$ cat config.mk
export PLATFORM = sky130hd
export DESIGN_NAME = mem_port_arbiter
export DESIGN_NICKNAME = d
export VERILOG_FILES = /design/src/rtl/mem_port_arbiter.sv
export SDC_FILE = /design/constraint.sdc
export NUM_CORES = 1
export LEC_CHECK = 0
export CORE_AREA = 2 2 109 111
export DETAILED_ROUTE_END_ITERATION = 6
export DIE_AREA = 0 0 111 113
export GPL_ROUTABILITY_DRIVEN = 1
export PLACE_DENSITY = 0.64
export SLEW_MARGIN = 20
export SYNTH_ARGS = -nofsm -noshare
export SYNTH_HDL_FRONTEND = slang
export SYNTH_SLANG_ARGS = --single-unit
$ cat constraint.sdc
create_clock -name clk -period 2.15 [get_ports clk]
set_clock_uncertainty 0.1 [all_clocks]
set_input_delay 0.43 -clock clk [delete_from_list [all_inputs] [get_ports clk]]
set_output_delay 0.43 -clock clk [all_outputs]
set_load 0.02 [all_outputs]
$ cat src/rtl/mem_port_arbiter.sv
// Purpose: shares one single-port memory between instruction fetch and load/store, routing each response to its owner.
// Latency: grant and mem request are combinational in IDLE; the response is forwarded combinationally in the cycle it arrives.
// Backpressure: one transaction outstanding; readies are 0 while BUSY. Build with MEM_ARB_RR_EN for round-robin tie-break.
module mem_port_arbiter #(
  parameter int AWIDTH     = 32,
  parameter int DWIDTH     = 32,
  parameter int STARVE_MAX = 4
) (
  input  logic                clk,
  input  logic                rst,
  input  logic                if_req_valid_i,
  input  logic [AWIDTH-1:0]   if_req_addr_i,
  output logic                if_req_ready_o,
  input  logic                if_flush_i,
  output logic                if_rsp_valid_o,
  output logic [DWIDTH-1:0]   if_rsp_data_o,
  input  logic                d_req_valid_i,
  input  logic                d_req_we_i,
  input  logic [AWIDTH-1:0]   d_req_addr_i,
  input  logic [DWIDTH-1:0]   d_req_wdata_i,
  input  logic [DWIDTH/8-1:0] d_req_be_i,
  output logic                d_req_ready_o,
  output logic                d_rsp_valid_o,
  output logic [DWIDTH-1:0]   d_rsp_data_o,
  output logic                mem_valid_o,
  output logic                mem_we_o,
  output logic [AWIDTH-1:0]   mem_addr_o,
  output logic [DWIDTH-1:0]   mem_wdata_o,
  output logic [DWIDTH/8-1:0] mem_be_o,
  input  logic                mem_rsp_valid_i,
  input  logic [DWIDTH-1:0]   mem_rsp_data_i
);

  typedef enum logic {ST_IDLE = 1'b0, ST_BUSY = 1'b1} state_t;
  typedef enum logic [1:0] {OWN_NONE = 2'd0, OWN_FETCH = 2'd1, OWN_DATA = 2'd2} owner_t;

  state_t r_state, w_state_nxt;
  owner_t r_owner, w_owner_nxt;
  logic   r_squash, w_squash_nxt;
  logic   r_store, w_store_nxt;   // outstanding data transaction is a store
  logic   w_fetch_wins;           // tie-break result when both ports request
  logic   w_grant_f, w_grant_d;

`ifdef MEM_ARB_RR_EN
  logic r_last_fetch, w_last_fetch_nxt;

  // Round-robin: on a tie the port not granted last time wins
  always_comb w_fetch_wins = !r_last_fetch;
`else
  localparam logic [3:0] STARVE_LIM = 4'(STARVE_MAX);
  logic [3:0] r_starve_cnt, w_starve_cnt_nxt;

  // Data priority, except fetch is forced once it has lost STARVE_MAX ties in a row
  always_comb w_fetch_wins = (r_starve_cnt == STARVE_LIM);
`endif

  // Next-state, grant selection and output routing
  always_comb begin
    w_state_nxt    = r_state;
    w_owner_nxt    = r_owner;
    w_squash_nxt   = r_squash;
    w_store_nxt    = r_store;
`ifdef MEM_ARB_RR_EN
    w_last_fetch_nxt = r_last_fetch;
`else
    w_starve_cnt_nxt = r_starve_cnt;
`endif
    w_grant_f      = 1'b0;
    w_grant_d      = 1'b0;
    if_req_ready_o = 1'b0;
    d_req_ready_o  = 1'b0;
    if_rsp_valid_o = 1'b0;
    if_rsp_data_o  = '0;
    d_rsp_valid_o  = 1'b0;
    d_rsp_data_o   = '0;
    mem_valid_o    = 1'b0;
    mem_we_o       = 1'b0;
    mem_addr_o     = '0;
    mem_wdata_o    = '0;
    mem_be_o       = '0;
    // Everything stays quiet during the reset cycle
    if (!rst) begin
      case (r_state)
        ST_IDLE: begin
          w_grant_f = if_req_valid_i && (!d_req_valid_i || w_fetch_wins);
          w_grant_d = d_req_valid_i && !w_grant_f;
          if (w_grant_f) begin
            if_req_ready_o = 1'b1;
            mem_valid_o    = 1'b1;
            mem_addr_o     = if_req_addr_i;
            mem_be_o       = '1;
            w_state_nxt    = ST_BUSY;
            w_owner_nxt    = OWN_FETCH;
`ifdef MEM_ARB_RR_EN
            w_last_fetch_nxt = 1'b1;
`else
            w_starve_cnt_nxt = 4'd0;
`endif
          end else if (w_grant_d) begin
            d_req_ready_o = 1'b1;
            mem_valid_o   = 1'b1;
            mem_we_o      = d_req_we_i;
            mem_addr_o    = d_req_addr_i;
            mem_wdata_o   = d_req_wdata_i;
            mem_be_o      = d_req_be_i;
            w_state_nxt   = ST_BUSY;
            w_owner_nxt   = OWN_DATA;
            w_store_nxt   = d_req_we_i;
`ifdef MEM_ARB_RR_EN
            w_last_fetch_nxt = 1'b0;
`else
            if (if_req_valid_i)
              w_starve_cnt_nxt = (r_starve_cnt == STARVE_LIM) ? STARVE_LIM : r_starve_cnt + 4'd1;
            else
              w_starve_cnt_nxt = 4'd0;
`endif
          end
        end
        ST_BUSY: begin
          if (mem_rsp_valid_i) begin
            w_state_nxt  = ST_IDLE;
            w_owner_nxt  = OWN_NONE;
            w_squash_nxt = 1'b0;
            // A redirect (earlier or in this very cycle) makes the instruction stale
            if (r_owner == OWN_FETCH) begin
              if (!r_squash && !if_flush_i) begin
                if_rsp_valid_o = 1'b1;
                if_rsp_data_o  = mem_rsp_data_i;
              end
            end else if (r_owner == OWN_DATA) begin
              d_rsp_valid_o = 1'b1;
              d_rsp_data_o  = r_store ? '0 : mem_rsp_data_i;
            end
          end else if (if_flush_i && r_owner == OWN_FETCH) begin
            w_squash_nxt = 1'b1;
          end
        end
        default: w_state_nxt = ST_IDLE;
      endcase
    end
  end

  // State and bookkeeping registers with synchronous reset
  always_ff @(posedge clk) begin
    if (rst) begin
      r_state  <= ST_IDLE;
      r_owner  <= OWN_NONE;
      r_squash <= 1'b0;
      r_store  <= 1'b0;
`ifdef MEM_ARB_RR_EN
      r_last_fetch <= 1'b1;
`else
      r_starve_cnt <= 4'd0;
`endif
    end else begin
      r_state  <= w_state_nxt;
      r_owner  <= w_owner_nxt;
      r_squash <= w_squash_nxt;
      r_store  <= w_store_nxt;
`ifdef MEM_ARB_RR_EN
      r_last_fetch <= w_last_fetch_nxt;
`else
      r_starve_cnt <= w_starve_cnt_nxt;
`endif
    end
  end

endmodule

Word level (Yosys, flattened, before mapping)
Cells that the tools add are included.
Storage, ports and cells
  flip-flop bits (word level): 9
  input port bits: 139
  output and inout port bits: 138
  word-level logic and storage cells: 87
Cells by class
  add/subtract/negate cells: 1
  equal/unequal tests: 5
  mux-type cells: 59
  bitwise gates (word level): 2
  reduce and logical (&&, ||, !) cells: 15
Operators by type and width (count)
  32-bit two-way mux: 19
  4-bit two-way mux: 8
  1-bit two-way mux: 27
  2-bit two-way mux: 3
  2-bit AND reduction: 3
  4-bit by 1-bit adder with 4-bit output, second input constant: 1
  4-bit by 3-bit equality test with 1-bit output, second input constant: 1
  1-bit logical AND: 4
  1-bit zero test: 4
  2-bit case mux with 2 select lines: 1
  2-bit nonzero test: 2
  3-bit inequality test, second input constant: 1
  3-bit AND reduction: 1
  2-bit by 1-bit equality test with 1-bit output, second input constant: 1
  2-bit equality test, second input constant: 1
  2-bit inequality test, second input constant: 1
  1-bit inverter: 2
  1-bit case mux with 2 select lines: 1
  1-bit logical OR: 1

Depth between registers and ports, before layout
  word-level depth: 9
  depth in mapped cells: 6
  depth with buffers taken out: 5

Least setup slack after synthesis
OpenSTA, ideal clock, no wires.
  path type: input port to output port
  start point: input port rst
  end point: output port mem_addr_o[10]
  arrival time: 1.535 ns
  data required time: 1.620 ns
  slack: 0.085 ns
  stages on the path: 6
  path buffers: 3
  cells stage by stage: buf_2 -> nor2_2 -> buf_2 -> buf_2 -> nand2_1 -> o22ai_1
Between the ends
  cells in the longest elaborated chain, start to end: 1
RTL lines
  start, declared: line 10  | input logic rst,
  32-bit two-way mux: line 82  | if (!rst) begin
  end, declared: line 27  | output logic [AWIDTH-1:0] mem_addr_o,
Every way passes these cells.

Worst setup path after layout
  start point: register r_starve_cnt[0]
  end point: output port mem_wdata_o[28]
Between the ends
  cells in the longest elaborated chain, start to end: 9
RTL lines
  start, declared: line 51  | logic [3:0] r_starve_cnt, w_starve_cnt_nxt;
  start signal, assigned: line 163  | r_starve_cnt <= w_starve_cnt_nxt;
  4-bit by 3-bit equality test with 1-bit output *: line 54  | always_comb w_fetch_wins = (r_starve_cnt == STARVE_LIM);
  1-bit logical OR *: line 85  | w_grant_f = if_req_valid_i && (!d_req_valid_i || w_fetch_wins);
  1-bit logical AND *: line 85
  1-bit zero test: line 86  | w_grant_d = d_req_valid_i && !w_grant_f;
  1-bit logical AND: line 86
  32-bit two-way mux: line 99  | end else if (w_grant_d) begin
  32-bit two-way mux *: line 87  | if (w_grant_f) begin
  32-bit two-way mux *: line 83  | case (r_state)
  32-bit two-way mux *: line 82
  end, declared: line 28  | output logic [DWIDTH-1:0] mem_wdata_o,
Every way passes the cells marked *; elsewhere a longest branch is shown, timed or not.

==> qor.csv <==
stage;metric;value;unit
status;status;finished with violations;
status;failing checks;negative setup slack;
power;VDD IR max;202.1;uV
die;initial core utilization;15.82;%
synthesis;mux share of post-synthesis cell area;0.5614;%
synthesis;Synth area leader;and2_1;
final_layout;Layout Cells excl Fill;762;
critical_path;WP data required;1.62;ns
placement;gpl congestion;0.8565;
critical_path;crit-path most repeated cell;buf_6;
synthesis;Mapped Nets;430;
final_layout;design area;6621;um^2
power;Overall Power;1.600;mW
global_routing;met3 Use GR;3.107;%
sta;Sum Neg Setup Slack;-15.37;ns
power;Switching Fraction;33.89;%
detailed_routing;Residual DRC;0;
power;Gate power share;67.3;%
sta;unrepaired setup endpoints after global routing;yes;
sta;Final min period;2.375;ns
placement;placed instance area;4888;um^2
detailed_routing;Vias/cell;4.444;
global_routing;first-pass GRT wire length;17.20;mm
synthesis;Yosys warning total;0;
clock_network;CTS sink cnt;9;
global_routing;gr ovfl total;0;
die;die area;12540;um^2
final_layout;layout cells sized above 1;60.26;%
power;clock power share;21.0;%
placement;dpl cells;707;
die;Die H;113;um
synthesis;synth top area cells;and2_1, nand2_1, and3_1, o22ai_1, dfxtp_1;
power;Internal Power;1.058;mW
detailed_routing;DR iter-0 viols;167;
synthesis;largest family of logic cells by synthesized area;simple AND/OR/NAND/NOR gates;
clock_network;CTS Buf Count;3;
clock_network;H-tree depth;1;
clock_network;Root Driver;clkbuf_16;
sta;Slew headroom;81.52;%
synthesis;Post-synth ARST share;0;%
global_routing;vias in the first global route;3352;
critical_path;crit end category;output port;
critical_path;Max FO, Critical Path;8;
critical_path;Critical Path Start Type;flip-flop;
critical_path;CP max stage cell;dfxtp_2;
synthesis;Avg Inst Size Synth;6.169;um^2
global_routing;grt met1 use;19.21;%
placement;Detailed Place HPWL;7.992;mm
detailed_routing;drt wl/cell;17.21;um
synthesis;Post-synth EDFFs;0;
synthesis;Top FF cell, synth;dfxtp_1;
clock_network;Worst-path clk slew;0.04;ns
sta;final worst slack;-0.2247;ns
placement;port bufs;276;
detailed_routing;ANT nets after route;0;
synthesis;xor/xnor share of the synthesized area;0.4912;%
clock_network;Clock Latency Late Sink;0.24;ns
job;total of max-cap violations;0;
critical_path;Critical Path Stages;9;
clock_network;hold buffer count at cts;0;
detailed_routing;DR pass1 iterations;4;
sta;endpoints failing hold;0;
critical_path;Worst R2R Path Depth;8;
detailed_routing;Final Routed Wirelength;13.12;mm
critical_path;Crit path max-delay family;buffers and inverters;
sta;Peak Freq;0.4211;GHz
synthesis;Adder-Cell Fraction of Synth Area;1.404;%
global_routing;routing usage on met2;31.90;%
final_layout;final-stage net count;761;
synthesis;list of most frequent post-synthesis cells;nand2_1, and2_1, and3_1;
power;sw power;0.5423;mW
final_layout;antenna cells;0;
synthesis;Yosys cell types;40;
critical_path;Buf/Inv on CP;5;
global_routing;gr busiest metal;met2;
synthesis;Mapped Area;1783;um^2
synthesis;Seq/Total Area, Yosys;10.11;%
die;chip width;111;um
final_layout;area growth from synthesis to final layout;271.4;%
synthesis;post-synthesis simple-gate area fraction;57.26;%
power;sequential power share;11.7;%
die;I/O Pins;277;
synthesis;top-area cell type share of the netlist area;22.46;%
die;CORE AREA;11270;um^2
critical_path;critical-path cell list;inv_2 -> ha_4 -> and3b_2 -> buf_6 -> a21oi_4 -> buf_12 -> clkbuf_16 -> and3_4 -> buf_6;
synthesis;flops & latches, synth;9;
critical_path;Setup CP Type;flip-flop to output port;
synthesis;top-count cell post-synth;nand2_1;
critical_path;CP peak stage delay;0.33;ns
global_routing;initial antenna violation count;0;
synthesis;Synth Area in Compound Gates;19.51;%
min_path;worst hold stages;1;
critical_path;arrival time of the worst setup path;1.84;ns
clock_network;TritonCTS clock tree;yes;
sta;Pins Over Slew Limit;0;
min_path;Tightest Hold Check Type;flip-flop to flip-flop;
sta;# setup viols final;117;
power;Pleak;2.819;nW
detailed_routing;routed via count;3386;
global_routing;largest net degree at the start of global routing;48;
die;Placement Rows;39;
clock_network;Max Root-Sink Buffers;2;
sta;Final Cycle Share;110.5;%
power;pwr/cell area;241.7;nW/um^2
sta;Least-Margin Pin Slew;0.2769;ns
global_routing;GR Util All Layers;16.63;%
sta;hold_ws;0.3942;ns
synthesis;Post-Synthesis Cells;289;
## cells by family after synthesis
logic type      count (synthesis)
buf+inv                        35
xor+xnor                        1
simple gates                  190
flops                           9
mux                             1
fa+ha+maj                       2
compound gates                 51
## worst register-to-register path, cell delays in order (launching register included)
cell,delay (ns)
dfxtp_2,0.33
inv_2,0.05
ha_4,0.15
buf_4,0.13
nand4b_1,0.13
nand2_2,0.11
clkbuf_16,0.18
buf_6,0.12
o221a_2,0.25
## per-layer routing
layer	wire length, um	vias to the layer above
met2	7419	131
met1	4918	1590
li1	-	1655
met3	671	10
met5	0	-
met4	108	0
## through the flow
stage               worst slack [ns]  util, %
global route                 -0.2892    58.74
global placement             -0.7892    43.37
finish                       -0.2247    58.74
CTS                          -0.2435    48.20
floorplan                    0.08509        -
detailed placement           -0.8466    43.37
## timing repair
| item | in CTS | in global routing |
|---|---|---|
| endpoints found under the setup margin | 138 | 137 |
| setup buffers | 31 | 11 |
| hold endpoints to repair | 0 | 0 |
| pin swaps | 11 | 73 |
| resized for setup | 787 | 254 |
| cloned | 6 | 10 |
## power by group through the flow
stage / clock (mW) / combinational (mW) / sequential [mW]
finish: 0.336 / 1.08 / 0.187
global route: 0.346 / 1.14 / 0.187
CTS: 0.338 / 0.873 / 0.186
detailed placement: 0 / 0.769 / 0.187
global placement: 0 / 0.763 / 0.187
floorplan: 0 / 0.285 / 0.184
## worst paths after layout
check	start	to	slack [ns]
setup / recovery	r_starve_cnt[0]$_SDFFE_PP0P_	mem_wdata_o[28]	-0.22
hold / removal	r_squash$_SDFFE_PP0P_	r_squash$_SDFFE_PP0P_	0.39
setup reg to reg	r_starve_cnt[0]$_SDFFE_PP0P_	r_owner[0]$_SDFFE_PP0P_	0.49
hold reg to reg	r_squash$_SDFFE_PP0P_	r_squash$_SDFFE_PP0P_	0.39
## state kept, by name, summed over array words and instances (netlist names)
signal,cells
r_starve_cnt,4
r_owner,2
r_store,1
r_squash,1
r_state,1
## layout by cell type, fill, tap and decap left out, types with 8 or more instances in the layout
cell type        instances
nand2_1                 70
clkbuf_16               12
buf_12                  15
and3_1                   8
o22ai_2                 10
clkdlybuf4s50_1        133
buf_6                  153
buf_4                   35
o22ai_4                 22
and3_4                  25
and2_4                  64
## area by class of cell
| cell class | instances | area, um^2 |
|---|---|---|
| Clock buffer | 4 | 78.83 |
| Multi-Input combinational cell | 245 | 2181 |
| Tap cell | 143 | 178.9 |
| Fill cell | 943 | 4651 |
| Inverter | 5 | 18.77 |
| Timing Repair Buffer | 356 | 3978 |
| Sequential cell | 9 | 186.4 |
Power figures use the tool's default switching activity.
